**src/rtl/alu_pkg.sv**
```systemverilog
// alu_pkg
//   Shared definitions for the ALU datapath and its UART-facing interface:
//   sequencer state encoding, default widths and ALU opcode constants.
//   Imported by alu_interface, byte_timeout, the ALU and testbenches.
package alu_pkg;

  localparam int NB_DATA_DEFAULT   = 8;
  localparam int NB_OPCODE_DEFAULT = 6;

  // Sequencer states; the 3-bit encoding leaves three unused codes, which
  // the FSM folds back to ST_WAIT_A.
  typedef enum logic [2:0] {
    ST_WAIT_A   = 3'd0,
    ST_WAIT_B   = 3'd1,
    ST_WAIT_OP  = 3'd2,
    ST_COMPUTE  = 3'd3,
    ST_WAIT_TX  = 3'd4
  } state_t;

  // ALU opcodes (MIPS funct-style encoding)
  localparam logic [5:0] OP_ADD = 6'b100000;
  localparam logic [5:0] OP_SUB = 6'b100010;
  localparam logic [5:0] OP_AND = 6'b100100;
  localparam logic [5:0] OP_OR  = 6'b100101;
  localparam logic [5:0] OP_XOR = 6'b100110;
  localparam logic [5:0] OP_SRA = 6'b000011;
  localparam logic [5:0] OP_SRL = 6'b000010;
  localparam logic [5:0] OP_NOR = 6'b100111;

endpackage

```
**src/rtl/byte_timeout.sv**
```systemverilog
// byte_timeout
//   Inter-byte watchdog. Counts enabled cycles and raises `expired` (one
//   cycle, combinational from the count) when LIMIT cycles have passed
//   without a clear. The count restarts whenever `clear` is high or the
//   counter is disabled, so it always measures time since the last event.
// Ports:
//   clk     in  system clock
//   reset   in  asynchronous active-high reset
//   clear   in  restart the count (byte accepted)
//   enable  in  count this cycle
//   expired out high on the cycle the count reaches LIMIT-1 while enabled
module byte_timeout
  import alu_pkg::*;
#(
  parameter int LIMIT = 50_000_000
) (
  input  logic clk,
  input  logic reset,
  input  logic clear,
  input  logic enable,
  output logic expired
);

  localparam int CW = (LIMIT > 1) ? $clog2(LIMIT) : 1;
  localparam logic [CW-1:0] LAST = CW'(LIMIT - 1);

  logic [CW-1:0] count_reg;

  assign expired = enable && (count_reg == LAST);

  always_ff @(posedge clk or posedge reset) begin
    if (reset) begin
      count_reg <= '0;
    end else if (clear || !enable || expired) begin
      count_reg <= '0;
    end else begin
      count_reg <= count_reg + CW'(1);
    end
  end

endmodule

```
**src/rtl/alu_interface.sv**
```systemverilog
// alu_interface
//   Sequences three UART bytes (operand A, operand B, opcode) into registered
//   ALU inputs, waits one cycle for the combinational ALU, then hands the
//   result to the UART transmitter and waits for it to finish.
//   Optional macro ALU_IF_TIMEOUT_EN: abort a partial sequence back to
//   WAIT_A when TIMEOUT_CYCLES pass between bytes (timeout pulses once).
//   Without it the FSM waits indefinitely and timeout stays 0.
// Ports:
//   clk, reset          clock, asynchronous active-high reset
//   rx_data, rx_done    byte from UART receiver, one-cycle valid pulse
//   alu_result          combinational ALU output
//   tx_done             transmitter finished pulse
//   dato_a, dato_b      registered operands to ALU
//   opcode              registered opcode to ALU
//   tx_data, tx_start   result byte and start pulse to transmitter
//   busy                high in COMPUTE and WAIT_TX
//   overrun             sticky: byte dropped while busy
//   timeout             one-cycle pulse: sequence aborted
module alu_interface
  import alu_pkg::*;
#(
  parameter int NB_DATA        = 8,
  parameter int NB_OPCODE      = 6,
  parameter int TIMEOUT_CYCLES = 50_000_000
) (
  input  logic                 clk,
  input  logic                 reset,
  input  logic [NB_DATA-1:0]   rx_data,
  input  logic                 rx_done,
  input  logic [NB_DATA-1:0]   alu_result,
  input  logic                 tx_done,
  output logic [NB_DATA-1:0]   dato_a,
  output logic [NB_DATA-1:0]   dato_b,
  output logic [NB_OPCODE-1:0] opcode,
  output logic [NB_DATA-1:0]   tx_data,
  output logic                 tx_start,
  output logic                 busy,
  output logic                 overrun,
  output logic                 timeout
);

  state_t               state_reg;
  logic [NB_DATA-1:0]   dato_a_reg;
  logic [NB_DATA-1:0]   dato_b_reg;
  logic [NB_OPCODE-1:0] opcode_reg;
  logic [NB_DATA-1:0]   tx_data_reg;
  logic                 tx_start_reg;
  logic                 busy_reg;
  logic                 overrun_reg;
  logic                 timeout_reg;
  logic                 expired;

`ifdef ALU_IF_TIMEOUT_EN
  // Counting only in WAIT_B/WAIT_OP; being disabled in any other state
  // also restarts the count, which covers re-entry to WAIT_A.
  byte_timeout #(
    .LIMIT (TIMEOUT_CYCLES)
  ) u_byte_timeout (
    .clk     (clk),
    .reset   (reset),
    .clear   (rx_done),
    .enable  ((state_reg == ST_WAIT_B) || (state_reg == ST_WAIT_OP)),
    .expired (expired)
  );
`else
  logic unused_timeout_cfg;
  assign unused_timeout_cfg = ^TIMEOUT_CYCLES;
  assign expired = 1'b0;
`endif

  always_ff @(posedge clk or posedge reset) begin
    if (reset) begin
      state_reg    <= ST_WAIT_A;
      dato_a_reg   <= '0;
      dato_b_reg   <= '0;
      opcode_reg   <= '0;
      tx_data_reg  <= '0;
      tx_start_reg <= 1'b0;
      busy_reg     <= 1'b0;
      overrun_reg  <= 1'b0;
      timeout_reg  <= 1'b0;
    end else begin
      tx_start_reg <= 1'b0;
      timeout_reg  <= 1'b0;
      case (state_reg)
        ST_WAIT_A: begin
          if (rx_done) begin
            dato_a_reg <= rx_data;
            state_reg  <= ST_WAIT_B;
          end
        end
        ST_WAIT_B: begin
          // An incoming byte beats a simultaneous expiry.
          if (rx_done) begin
            dato_b_reg <= rx_data;
            state_reg  <= ST_WAIT_OP;
          end else if (expired) begin
            timeout_reg <= 1'b1;
            state_reg   <= ST_WAIT_A;
          end
        end
        ST_WAIT_OP: begin
          if (rx_done) begin
            opcode_reg <= rx_data[NB_OPCODE-1:0];
            busy_reg   <= 1'b1;
            state_reg  <= ST_COMPUTE;
          end else if (expired) begin
            timeout_reg <= 1'b1;
            state_reg   <= ST_WAIT_A;
          end
        end
        ST_COMPUTE: begin
          // Operands settled at the previous edge, so alu_result is valid.
          tx_data_reg  <= alu_result;
          tx_start_reg <= 1'b1;
          state_reg    <= ST_WAIT_TX;
          if (rx_done) overrun_reg <= 1'b1;
        end
        ST_WAIT_TX: begin
          if (rx_done) overrun_reg <= 1'b1;
          if (tx_done) begin
            busy_reg  <= 1'b0;
            state_reg <= ST_WAIT_A;
          end
        end
        default: begin
          busy_reg  <= 1'b0;
          state_reg <= ST_WAIT_A;
        end
      endcase
    end
  end

  assign dato_a   = dato_a_reg;
  assign dato_b   = dato_b_reg;
  assign opcode   = opcode_reg;
  assign tx_data  = tx_data_reg;
  assign tx_start = tx_start_reg;
  assign busy     = busy_reg;
  assign overrun  = overrun_reg;
  assign timeout  = timeout_reg;

endmodule

```
**config.mk**
```make
export PLATFORM = sky130hd
export DESIGN_NAME = alu_interface
export DESIGN_NICKNAME = d
export VERILOG_FILES = /design/src/rtl/alu_pkg.sv /design/src/rtl/byte_timeout.sv /design/src/rtl/alu_interface.sv
export SDC_FILE = /design/constraint.sdc
export NUM_CORES = 1
export LEC_CHECK = 0
export ABC_AREA = 0
export BUFFER_PORTS_ARGS = -buffer_cell sky130_fd_sc_hd__buf_4
export CORE_MARGIN = 2
export CORE_UTILIZATION = 47
export DETAILED_ROUTE_END_ITERATION = 10
export PLACE_DENSITY = 0.89
export SYNTH_ARGS = -nofsm -noshare
export SYNTH_HDL_FRONTEND = slang
export SYNTH_SLANG_ARGS = --single-unit
```
**constraint.sdc**
```tcl
create_clock -name clk -period 2 [get_ports clk]
set_clock_uncertainty 0.05 [all_clocks]
set_input_delay 0.4 -clock clk [delete_from_list [all_inputs] [get_ports clk]]
set_output_delay 0.4 -clock clk [all_outputs]
set_load 0.02 [all_outputs]
```
Yosys cells after proc, flatten, opt, wreduce, memory -nomap -nowiden
Index checks and enable logic that the tools add are counted.
{ "totals": {"elab_cells": 35, "in_bits": 20, "mem_bits_ro": 0, "mem_count": 0, "register_bits": 36, "latch_bits": 0, "mem_bits_rw": 0, "out_inout_bits": 34} }
{ "classes": {"n_div": 0, "bitwise": 1, "eq_ne": 8, "muxes": 9, "multipliers": 0, "order_cmp": 0, "n_addsub": 0, "reduce_logical": 9, "shift": 0} }
{ "op_table": {"columns": ["operator", "n"], "rows": [
  ["case mux 3 bit (5 select lines)", 1],
  ["2-to-1 mux 3 bit", 4],
  ["!= test 2 bit (second input constant)", 4],
  ["AND reduction 2 bit", 4],
  ["== test 3 x 2 -> 1 bit (second input constant)", 2],
  ["AND reduction 4 bit", 1],
  ["== test 3 x 1 -> 1 bit (second input constant)", 1],
  ["== test 3 bit (second input constant)", 1],
  ["zero test 3 bit", 1],
  ["2-to-1 mux 1 bit", 3],
  ["case mux 1 bit (3 select lines)", 1],
  ["AND reduction 3 bit", 1],
  ["OR reduction 3 bit", 1],
  ["OR reduction 2 bit", 1],
  ["NOT 1 bit", 1]
]} }

Logic depth before layout (Yosys ltp)
{ "logic_depth": {"ltp_word": 4, "ltp_mapped": 4, "depth_no_buf": 2} }

Least setup slack after synthesis
OpenSTA, ideal clock, no wires.
{ "synth_timing": {"path_kind": "register -> register", "start": "register state_reg[0]", "end": "register dato_a_reg[0], in the netlist dato_a[0]", "path_stages_with_launch": 4, "t_arrival_ns": 1.328, "t_required_ns": 1.825, "synth_period_minus_slack_ns": 1.502, "slack_ns": 0.498, "n_path_buf": 1, "setup_ns": 0.125, "path_cell_list": "dfrtp_1 buf_4 nor4b_4 mux2_2"} }
{ "synth_between": {"elab_chain_cells": 2} }
{ "synth_rtl": {"columns": ["element", "line_no", "source"], "rows": [
  ["from (decl)", "alu_interface.sv:42", "state_t state_reg;"],
  ["from (signal assigned)", "alu_interface.sv:73", "state_reg <= ST_WAIT_A;"],
  ["from (signal assigned)", "alu_interface.sv:89", "state_reg <= ST_WAIT_B;"],
  ["from (signal assigned)", "alu_interface.sv:96", "state_reg <= ST_WAIT_OP;"],
  ["zero test 3 bit", "alu_interface.sv:85", "case (state_reg)"],
  ["AND reduction 2 bit (no line)", null, null],
  ["to (signal assigned)", "alu_interface.sv:88", "dato_a_reg <= rx_data;"],
  ["to (decl)", "alu_interface.sv:43", "logic [NB_DATA-1:0] dato_a_reg;"]
]} }
Every way passes these cells.
A chain may end at the register's enable or synchronous reset.

Worst setup path after layout
{ "layout_timing": {"start": "register state_reg[0]", "end": "register dato_a_reg[3], in the netlist dato_a[3]"} }
Same word-level chain as after synthesis.

==> metrics.txt <==
status finished, final reports clean; CORE AREA 0.00283 mm2; DIE HEIGHT 59.0 um; Finished Layout Cells approximately 180; dpl cell area 0.00185 mm2; design area 0.00192 mm2; clock sink count 36; synthesized netlist cell count slightly above 90; via count 940; share of cells above drive strength 1 between 60% and 70%; P_leak 0.000914 uW; slowest stage cell, crit path nor4b_4; Crit path max-delay family simple AND/OR/NAND/NOR gates; Post-layout nets roughly 170; WL/cell 15.3 um; Final Hold Fails 0; Placer Congestion between 0.7 and 0.8; IO Count 54; hold_buf cts 0; final hold slack 54.0 ps; global-route wire length before repair 4.40 mm; DR vias/cell 5.25; syn nets 111; synthesized flop and latch total 36; Root Buffer Master clkbuf_4; worst min-delay path class input pin to asynchronous set/reset pin; Port Buffers 52; maximum fanout along the worst path 9; count of cell types in the netlist 20; Peak VDD IR 1.01 mV; final slew viol count 0; diode count 0; Post-CTS Setup Bufs 0; Bufs and invs on worst path 0; area of the mapped netlist 0.00142 mm2; final setup fails 0; Pre-Repair DR Iteration Count 2; CTS Buf Count 5; num rows 19; worst slack at placement 325 ps; sequential share of the synthesized area 63.3%; Max-cap violations 0; initial DRC count 8; largest net degree at the start of global routing 22; initial antenna violation count 0; worst path required time 2170 ps; commonest non-fill, non-tap cell in the layout buf_4; DP HPWL 2.02 mm; Cell Pwr Density 1780 mW/mm2; worst slew pin tran 559 ps; CP endpoint kind flip-flop; Max Fclk 610 MHz; Post-Route WL 2.74 mm; placed insts around 170; CTS max path bufs 2; Final Cycle Share about four fifths; relative max-transition margin 62.6%; area of the die 0.00349 mm2; Final ANT Viol Nets 0; final setup TNS 0 ps; R2R Path Start state_reg[0]; Die Wd ~60 um; CTS clk-pin slew, worst paths 100 ps; Worst setup SP type flip-flop; total grt overflow 0; Worst Path Arrival 1810 ps; htree depth 2; DRC errors left 0; most frequent cells in the layout buf_4 (55), dfrtp_1 (36), mux2_2 (30); Worst-Skew Late Latency 330 ps; WS Path Type flip-flop to flip-flop; yosys warns 0; Area Overhead vs Synth 35.1%; fin crit period 1640 ps; RSZ-0062 raised after global routing false; CTS tree done; mean post-synth cell area 15.6 um2; Initial Util about half; PostCTS Resize Cnt 0; Cell Chain, Critical Path nor4b_4 > mux2_2; gr usage total roughly 17%; Final WS setup 361 ps; delay of the slowest critical-path stage 590 ps; CP Launch Point state_reg[0]; vias in the first global route roughly 1,000
## cell families (layout without fill, tap and decap cells)
family | Yosys count | after routing | share of synthesized area [%]
and+or+nand+nor | 11 | 11 | 7.03
DFF | 36 | 36 | 63.3
AOI/OAI and AO/OA | 5 | 5 | 2.72
buffers and inverters | 8 | 65 | 2.99
other | 1 | 1 | 0.263
muxes | 30 | 30 | 23.7
## per-layer routing
layer  up-vias  track usage (%)  routed length, um
met5         -                0                  0
met4         0             4.87                 24
met3         4             8.52                247
met2        44             28.7               1340
met1       462             20.1               1130
li1        430                -                  -
## layout make-up
class	instances	area, um2
sequential	36	901
clock inverter	2	35.0
fill	219	906
timing repair buffer	55	413
tap	31	38.8
clock buffer	6	41.3
multi-input combinational	47	487
inverter	2	7.51
## synthesized netlist by cell type
cell type	count	area (um2)
or3b_2	1	8.76
and3b_1	1	8.76
a221o_1	1	10.0
buf_2	4	20.0
a311o_1	1	10.0
nand2b_1	2	12.5
and2_1	1	6.26
nor2_1	1	3.75
nor4b_4	1	23.8
conb_1	1	3.75
nor2b_1	1	6.26
mux2_2	30	338
nor4bb_1	1	10.0
a31o_2	1	8.76
and4bb_2	1	12.5
inv_1	2	7.51
dfrtp_1	36	901
nand3b_1	1	7.51
buf_4	2	15.0
a21oi_1	2	10.0
## power by group
group / switching [uW] / leakage, uW / internal, uW
combinational: 773 / 0.000443 / 832
clock: 230 / 0.0000422 / 262
sequential: 241 / 0.000428 / 1090
total: 1240 / 0.000914 / 2180
## per-stage QoR
stage	power [uW]	util (%)
4_1_cts	3470	68.0
3_3_place_gp	2900	65.3
2_1_floorplan	2280	-
5_1_grt	3620	68.0
6_report	3430	68.0
3_5_place_dp	2970	65.3
## worst min-delay path: stages
cell	delay [ps]
buf_4	110
inv_1	70
buf_4	230
## final timing paths
| kind | cells after the start | endpoint | slack [ps] |
|---|---|---|---|
| worst min-delay path | 3 | tx_data[3] | 50 |
| worst max register to register | 2 | dato_a[3] | 360 |
| worst min register to register | 1 | overrun | 460 |
| min in group clk | 2 | tx_data[4] | 240 |
| max in group asynchronous | 3 | dato_a[3] | 1590 |
| worst max-delay path | 2 | dato_a[3] | 360 |
No activity file was read; power rests on OpenSTA's default activity.
